$ cat src/rtl/conv33_pkg.sv
// Shared constants for the conv33 window generator and the conv33 convolution stage.
package conv33_pkg;
    localparam int DEF_DATA_WIDTH = 8;
    localparam int DEF_IMG_W      = 28;
    localparam int DEF_IMG_H      = 28;
    localparam int MAX_DIM        = 1024;
    // Counter width sized for the largest legal image dimension, so the
    // row/col counters are the same width in conv33 and conv33_window.
    localparam int CNT_W          = $clog2(MAX_DIM);
endpackage

$ cat src/rtl/conv33_window_if.sv
// Pixel-stream in, 3x3 window out; the window block is the slave side.
interface conv33_window_if #(parameter int DATA_WIDTH = 8);
    logic                  pix_valid;
    logic [DATA_WIDTH-1:0] pix_data;
    logic                  win_valid;
    logic                  frame_done;
    logic [DATA_WIDTH-1:0] out_0_0, out_0_1, out_0_2;
    logic [DATA_WIDTH-1:0] out_1_0, out_1_1, out_1_2;
    logic [DATA_WIDTH-1:0] out_2_0, out_2_1, out_2_2;

    modport master (
        output pix_valid, pix_data,
        input  win_valid, frame_done,
        input  out_0_0, out_0_1, out_0_2, out_1_0, out_1_1, out_1_2,
               out_2_0, out_2_1, out_2_2
    );
    modport slave (
        input  pix_valid, pix_data,
        output win_valid, frame_done,
        output out_0_0, out_0_1, out_0_2, out_1_0, out_1_1, out_1_2,
               out_2_0, out_2_1, out_2_2
    );
endinterface

$ cat src/rtl/conv33_line_buf.sv
// One image row of storage: single address, combinational read, write on clock.
module conv33_line_buf
    import conv33_pkg::*;
#(
    parameter int DEPTH      = DEF_IMG_W,
    parameter int DATA_WIDTH = DEF_DATA_WIDTH,
    parameter int AW         = (DEPTH > 1) ? $clog2(DEPTH) : 1
) (
    input  logic                  clk,
    input  logic                  we,
    input  logic [AW-1:0]         addr,
    input  logic [DATA_WIDTH-1:0] wdata,
    output logic [DATA_WIDTH-1:0] rdata
);
    logic [DATA_WIDTH-1:0] mem [DEPTH];

    // rdata shows the old contents during a write, giving read-before-write.
    assign rdata = mem[addr];

    always_ff @(posedge clk) begin
        if (we) mem[addr] <= wdata;
    end
endmodule

$ cat src/rtl/conv33_window.sv
// Raster-order pixel stream to 3x3 neighbourhood windows for conv33 (valid conv, no padding).
module conv33_window
    import conv33_pkg::*;
#(
    parameter int DATA_WIDTH = DEF_DATA_WIDTH,
    parameter int IMG_W      = DEF_IMG_W,
    parameter int IMG_H      = DEF_IMG_H
) (
    input  logic          clk,
    input  logic          rst,
    conv33_window_if.slave bus
);
    localparam int AW = (IMG_W > 1) ? $clog2(IMG_W) : 1;
    localparam logic [CNT_W-1:0] LAST_COL = CNT_W'(IMG_W - 1);
    localparam logic [CNT_W-1:0] LAST_ROW = CNT_W'(IMG_H - 1);

    logic [CNT_W-1:0]                col, row;
    logic [DATA_WIDTH-1:0]           lb1_q, lb0_q;
    logic [2:0][2:0][DATA_WIDTH-1:0] win;
    logic                            win_valid, frame_done;
    logic                            last_col, last_row;

    assign last_col = (col == LAST_COL);
    assign last_row = (row == LAST_ROW);

    // lb1 holds the previous row; its old value cascades into lb0 (two rows back).
    conv33_line_buf #(.DEPTH(IMG_W), .DATA_WIDTH(DATA_WIDTH), .AW(AW)) u_lb1 (
        .clk   (clk),
        .we    (bus.pix_valid),
        .addr  (col[AW-1:0]),
        .wdata (bus.pix_data),
        .rdata (lb1_q)
    );

    conv33_line_buf #(.DEPTH(IMG_W), .DATA_WIDTH(DATA_WIDTH), .AW(AW)) u_lb0 (
        .clk   (clk),
        .we    (bus.pix_valid),
        .addr  (col[AW-1:0]),
        .wdata (lb1_q),
        .rdata (lb0_q)
    );

    always_ff @(posedge clk or negedge rst) begin
        if (!rst) begin
            col        <= '0;
            row        <= '0;
            win        <= '0;
            win_valid  <= 1'b0;
            frame_done <= 1'b0;
        end else begin
            win_valid  <= 1'b0;
            frame_done <= 1'b0;
            if (bus.pix_valid) begin
                for (int r = 0; r < 3; r++) begin
                    win[r][0] <= win[r][1];
                    win[r][1] <= win[r][2];
                end
                win[0][2] <= lb0_q;
                win[1][2] <= lb1_q;
                win[2][2] <= bus.pix_data;
                // Stale rows/columns only occupy the window while col<2 or row<2.
                win_valid  <= (col >= CNT_W'(2)) && (row >= CNT_W'(2));
                frame_done <= last_col && last_row;
                if (last_col) begin
                    col <= '0;
                    row <= last_row ? '0 : row + 1'b1;
                end else begin
                    col <= col + 1'b1;
                end
            end
        end
    end

    assign bus.win_valid  = win_valid;
    assign bus.frame_done = frame_done;
    assign bus.out_0_0 = win[0][0];
    assign bus.out_0_1 = win[0][1];
    assign bus.out_0_2 = win[0][2];
    assign bus.out_1_0 = win[1][0];
    assign bus.out_1_1 = win[1][1];
    assign bus.out_1_2 = win[1][2];
    assign bus.out_2_0 = win[2][0];
    assign bus.out_2_1 = win[2][1];
    assign bus.out_2_2 = win[2][2];
endmodule

$ cat src/flat_wrapper.sv
// flat-port wrapper written by rule: the top's interface ports become plain ports
module conv33_window_flat import conv33_pkg::*;
#(
    parameter int DATA_WIDTH = DEF_DATA_WIDTH,
    parameter int IMG_W      = DEF_IMG_W,
    parameter int IMG_H      = DEF_IMG_H
)
  (clk, rst, bus_pix_valid, bus_pix_data, bus_win_valid, bus_frame_done, bus_out_0_0, bus_out_0_1, bus_out_0_2, bus_out_1_0, bus_out_1_1, bus_out_1_2, bus_out_2_0, bus_out_2_1, bus_out_2_2);
  conv33_window_if #(.DATA_WIDTH(DATA_WIDTH)) bus_i ();
  input  logic clk;
  input  logic rst;
  input wire logic [$bits(bus_i.pix_valid)-1:0] bus_pix_valid;
  input wire logic [$bits(bus_i.pix_data)-1:0] bus_pix_data;
  output wire logic [$bits(bus_i.win_valid)-1:0] bus_win_valid;
  output wire logic [$bits(bus_i.frame_done)-1:0] bus_frame_done;
  output wire logic [$bits(bus_i.out_0_0)-1:0] bus_out_0_0;
  output wire logic [$bits(bus_i.out_0_1)-1:0] bus_out_0_1;
  output wire logic [$bits(bus_i.out_0_2)-1:0] bus_out_0_2;
  output wire logic [$bits(bus_i.out_1_0)-1:0] bus_out_1_0;
  output wire logic [$bits(bus_i.out_1_1)-1:0] bus_out_1_1;
  output wire logic [$bits(bus_i.out_1_2)-1:0] bus_out_1_2;
  output wire logic [$bits(bus_i.out_2_0)-1:0] bus_out_2_0;
  output wire logic [$bits(bus_i.out_2_1)-1:0] bus_out_2_1;
  output wire logic [$bits(bus_i.out_2_2)-1:0] bus_out_2_2;
  assign bus_i.pix_valid = bus_pix_valid;
  assign bus_i.pix_data = bus_pix_data;
  assign bus_win_valid = bus_i.win_valid;
  assign bus_frame_done = bus_i.frame_done;
  assign bus_out_0_0 = bus_i.out_0_0;
  assign bus_out_0_1 = bus_i.out_0_1;
  assign bus_out_0_2 = bus_i.out_0_2;
  assign bus_out_1_0 = bus_i.out_1_0;
  assign bus_out_1_1 = bus_i.out_1_1;
  assign bus_out_1_2 = bus_i.out_1_2;
  assign bus_out_2_0 = bus_i.out_2_0;
  assign bus_out_2_1 = bus_i.out_2_1;
  assign bus_out_2_2 = bus_i.out_2_2;
  conv33_window #(.DATA_WIDTH(DATA_WIDTH), .IMG_W(IMG_W), .IMG_H(IMG_H)) u_core (.clk(clk), .rst(rst), .bus(bus_i));
endmodule
$ cat config.mk
export PLATFORM = sky130hd
export DESIGN_NAME = conv33_window_flat
export DESIGN_NICKNAME = d
export VERILOG_FILES = /design/src/rtl/conv33_pkg.sv /design/src/rtl/conv33_window_if.sv /design/src/rtl/conv33_line_buf.sv /design/src/rtl/conv33_window.sv /design/src/flat_wrapper.sv
export SDC_FILE = /design/constraint.sdc
export NUM_CORES = 1
export LEC_CHECK = 0
export CAP_MARGIN = 20
export CORE_MARGIN = 2
export CORE_UTILIZATION = 30
export DETAILED_ROUTE_END_ITERATION = 16
export PLACE_DENSITY_LB_ADDON = 0.1
export SETUP_SLACK_MARGIN = 0.15
export SLEW_MARGIN = 20
export SYNTH_ARGS = -nofsm -noshare
export SYNTH_HDL_FRONTEND = slang
export SYNTH_HIERARCHICAL = 1
export SYNTH_SLANG_ARGS = --single-unit
$ cat constraint.sdc
create_clock -name clk -period 2.32 [get_ports clk]
set_input_delay 0.696 -clock clk [delete_from_list [all_inputs] [get_ports clk]]
set_output_delay 0.696 -clock clk [all_outputs]
set_load 0.01 [all_outputs]
Word level (Yosys, flattened, before mapping)
Memory sizes are Yosys's and may differ from the RTL's. A register that Yosys moved wholly into a read port is not among the register bits.
Cells that the tools add are included.
Storage, ports and cells
  memories: 2
  memory bits (writable): 448
  word-level logic and storage cells: 30
  bits of input ports: 11
  output and inout port bits: 74
  flip-flop bits (word level): 86
Memory list
  u_core.u_lb0.mem: depth 28, width 8, rd ports 1, clocked after Yosys merged registers in 1, write ports 1, RTL line conv33_line_buf.sv:15  | logic [DATA_WIDTH-1:0] mem [DEPTH];
  u_core.u_lb1.mem: depth 28, width 8, rd ports 1, clocked after Yosys merged registers in 0, write ports 1, RTL line conv33_line_buf.sv:15
Cells by class
  equality and inequality tests: 2
  add/subtract/negate cells: 2
  order comparisons: 2
  muxes and demuxes: 6
  reductions and logical operators: 4
Operators with widths (number)
  $add 10x1->10 const B: 2
  $eq 10x5->1 const B: 2
  $ge 10x2->1 const B: 2
  $mux 10: 2
  $mux 1: 4
  $logic_and 1x1->1: 2
  $reduce_and 2->1: 1
  $logic_not 1->1: 1

Logic depth before layout (Yosys ltp)
  depth after elaboration: 3
  mapped depth: 8
  depth with buffers taken out: 6

Cells and area by module
Netlist, hierarchy kept.
By module, submodules not included
  conv33_line_buf: cells an instance 454, area each 8799.7 µm², sequential area each 6726.5 µm², instances 2
  conv33_window: cells an instance 262, area each 3749.8 µm², sequential area each 2352.3 µm², instances 1

Worst setup path before layout
OpenSTA, ideal clock, no wires.
  kind: register -> register
  start: reg u_core.col[1]
  end: reg u_core.win, in the netlist u_core/bus.out_1_2[3]
  setup slack: -234 ps
  stages on the path, launching flop included: 8
  required time: 2193 ps
  period minus slack after synthesis: 2554 ps
  library setup time: 127 ps
  buffers on the path: 3
  arrival: 2428 ps
  cells stage by stage: dfrtp_1 > buf_6 > buf_6 > buf_2 > mux4_2 > a22oi_1 > nand4_1 > mux2_2
On the way
  longest elaborated chain between the ends: 1
RTL lines
  start, declared: RTL line conv33_window.sv:17  | logic [CNT_W-1:0] col, row;
  start signal, assigned: RTL line conv33_window.sv:68  | col <= col + 1'b1;
  $mem_v2 28x8
  named net u_core.lb1_q[3]: RTL line conv33_window.sv:18  | logic [DATA_WIDTH-1:0] lb1_q, lb0_q;
  end signal, assigned by index: RTL line conv33_window.sv:55  | win[r][0] <= win[r][1];
  end signal, assigned by index: RTL line conv33_window.sv:56  | win[r][1] <= win[r][2];
  end, declared: RTL line conv33_window.sv:19  | logic [2:0][2:0][DATA_WIDTH-1:0] win;
The timed path passes the listed nets, and every way through them passes these cells.
A chain may end at the register's enable or synchronous reset.

Worst setup path in the final report
  start: reg u_core.col[1]
  end: reg u_core.win, in the netlist u_core/bus.out_1_2[6]
Same word-level chain as after synthesis.

==> impl_metrics.csv <==
group,metric,value,unit
outcome,status,"finished, violations left",
outcome,violations,"negative setup slack",
yosys,synthesis.nets,1185,
clocking,cts_tree,"done",
power_and_ir_drop,p_leak,10.5,nW
sta,final.period_utilization,1.02,
yosys,yosysUniqueCellTypes,49,
yosys,syn_area,21300,um^2
setup_path,crit_arrival,2.88,ns
setup_path,path_max_fanout,5,
grt,gr-total-overflow,0,
final_layout,final_cell_area,29000,um^2
power_and_ir_drop,powerDensity,1310,nW/um^2
power_and_ir_drop,vdd_ir_drop_max,670,uV
power_and_ir_drop,power.total,38.0,mW
final_layout,drive_gt1_frac,0.402,
grt,antenna_found_initial,2,
sta,period_needed,2.38,ns
yosys,synth_common_cells,"448 x edfxtp_1, 94 x dfrtp_1, 89 x mux2i_1, 74 x mux2_2, 68 x mux4_2",
final_layout,syn_to_final_growth,35.9,%
setup_path,start_kind,"flip-flop",
die,dieHeight,271,um
yosys,synth-edff-count,448,
sta,fmax,0.421,GHz
yosys,synth-main-ff-cell,"edfxtp_1",
clocking,clock_latency,0.62,ns
sta,tns,-1.42,ns
clocking,clockBufferDepth,3,
setup_path,crit_family,"buffers and inverters",
die,start_util,0.304,
clocking,cts_root_buf,"clkbuf_16",
routing,post_drt_wl_per_cell,23.8,um
clocking,numCtsBuffers,60,
yosys,synth_area_leaders,"edfxtp_1 63%, dfrtp_1 11%, mux4_2 7.2%",
die,die_w,271,um
flow_run,cap_violations,0,
hold_path,hold_class,"flip-flop to flip-flop",
sta,setup_ws,-0.0567,ns
yosys,avgSynthCellArea,18.2,um^2
setup_path,critPathKind,"flip-flop to flip-flop",
setup_path,cp_slowest_cell,"dfrtp_4",
sta,setup_violations,77,
placement,placed_area,24900,um^2
yosys,yosysSeqAreaShare,0.740,
die,die_area,73300,um^2
routing,drc_errors,0,
yosys,syn_inst,1170,
grt,grt_max_degree,53,
routing,vias,12100,
routing,dr.pass1.iters,4,
sta,hold_violations,0,
yosys,ys_async_sr_fraction,0.173,
grt,grt_pass1_wl,88100,um
yosys,synth.most_common_cell,"edfxtp_1",
die,row_count,97,
final_layout,nNetsFinal,1566,
clocking,ctsHtreeMaxLevel,2,
sta,hold_ws,0.479,ns
yosys,synth_top_area_share,0.630,
yosys,yosysWarnings,6,
die,core,70300,um^2
sta,rsz0062_at_grt,"yes",
sta,final_max_slew_viol_count,0,
setup_path,worst_setup_path_end_kind,"flip-flop",
setup_path,slowest_delay,0.52,ns
routing,first_iter_violations,664,
grt,grt_pass1_vias,12700,
setup_path,cp_num_buf_inv,5,
yosys,yosys.area.top_type,"edfxtp_1",
setup_path,path_cells,"buf_6, buf_8, buf_8, mux4_2, a22oi_2, buf_4, nand4_1, buf_6, mux2_4",
placement,gp_congestion,0.765,
routing,final_antenna_net_count,0,
yosys,synth-seq-cells,542,
routing,avgViaCountPerCell,4.74,
placement,dpl.hpwl,37300,um
sta,tightest_slew,0.725,ns
placement,io_buffer_count,84,
grt,grt_usage,0.164,
clocking,path_clk_slew,0.06,ns
die,io_pins,85,
routing,wirelength,60400,um
setup_path,crit_required,2.82,ns
sta,finClkSkew,0.0235,ns
sta,relSlewSlack,0.514,
clocking,clock-sinks,542,
-- stage by stage --
stage | util | cells | setup slack, ns
floorplan | - | 1170 | -0.163
global placement | 0.355 | 2332 | -0.236
detailed placement | 0.355 | 2332 | -0.228
CTS | 0.405 | 2517 | -0.0715
global route | 0.413 | 2541 | -0.114
finish | 0.413 | 2542 | -0.0567
-- power breakdown --
group          internal, mW  switching, mW
sequential             13.0          0.579
clock                  5.09           3.82
combinational          7.69           7.82
total                  25.8           12.2
-- final timing paths --
| check | from | depth (start not counted) | slack [ns] | to |
|---|---|---|---|---|
| worst min-delay path | u_core/row[9] | 1 | 0.48 | u_core/row[9] |
| worst max register to register | u_core/col[1] | 9 | -0.06 | u_core/bus.out_1_2[6] |
| worst max-delay path | u_core/col[1] | 9 | -0.06 | u_core/bus.out_1_2[6] |
| worst min register to register | u_core/row[9] | 1 | 0.48 | u_core/row[9] |
| max in group asynchronous | rst | 3 | 1.24 | u_core/bus.out_2_1[3] |
| min in group asynchronous | rst | 2 | 0.50 | u_core/bus.out_0_1[4] |
-- repair_timing --
item	4_1_cts	5_1_grt
gates resized for setup	270	70
setup endpoints to repair	416	424
hold endpoints to repair	15	0
cloned	19	3
pin swaps	35	21
hold buffers	1	0
buffers inserted	53	21
-- placed cells by master (no fill, tap or decap), types with 14 or more instances in the layout --
cell,synthesis,layout
buf_4,9,167
mux2i_1,89,81
dfrtp_1,94,87
nand4_1,32,32
mux2_2,74,62
buf_6,9,54
a22oi_2,0,20
edfxtp_1,448,448
nor2_1,56,43
buf_12,0,39
mux4_2,68,68
dlygate4sd2_1,0,74
buf_8,0,14
buf_16,0,20
clkbuf_1,22,21
clkbuf_16,0,63
nand2_1,51,45
-- flip-flops by register name, indices dropped and copies added, names as in the netlist --
signal                 flops
u_core/bus.frame_done      1
u_core/bus.out_2_2         8
u_core/bus.win_valid       1
u_core/bus.out_0_0         8
u_core/bus.out_1_1         8
u_core/u_lb1/mem         224
u_core/bus.out_1_0         8
u_core/bus.out_2_1         8
u_core/u_lb0/mem         224
u_core/col                10
u_core/bus.out_1_2         8
u_core/bus.out_2_0         8
u_core/row                10
u_core/bus.out_0_1         8
u_core/bus.out_0_2         8
-- final cells by class --
| type | instances | area (um^2) |
|---|---|---|
| clock buffer | 88 | 1680 |
| multi-input combinational | 556 | 5900 |
| antenna | 1 | 2.50 |
| tap | 940 | 1180 |
| sequential | 542 | 15800 |
| fill | 6400 | 41200 |
| clock inverter | 24 | 155 |
| timing repair buffer | 381 | 4250 |
| inverter | 10 | 37.5 |
-- logic make-up after synthesis --
family / after synthesis / share of synthesized area
fa+ha+maj: 4 / 0.00234
xor+xnor: 11 / 0.00451
mux: 231 / 0.152
buf+inv: 73 / 0.0188
simple gates: 227 / 0.0553
compound gates: 82 / 0.0263
flops: 542 / 0.740
-- per-layer routing --
layer / GRT usage / wire length [um] / up-vias
met1: 0.217 / 26500 / 6311
li1: - / - / 5445
met3: 0.0266 / 2350 / 86
met4: 0.0477 / 1670 / 0
met2: 0.278 / 29900 / 219
met5: 0 / 0 / -
No activity file was read; power rests on OpenSTA's default activity.
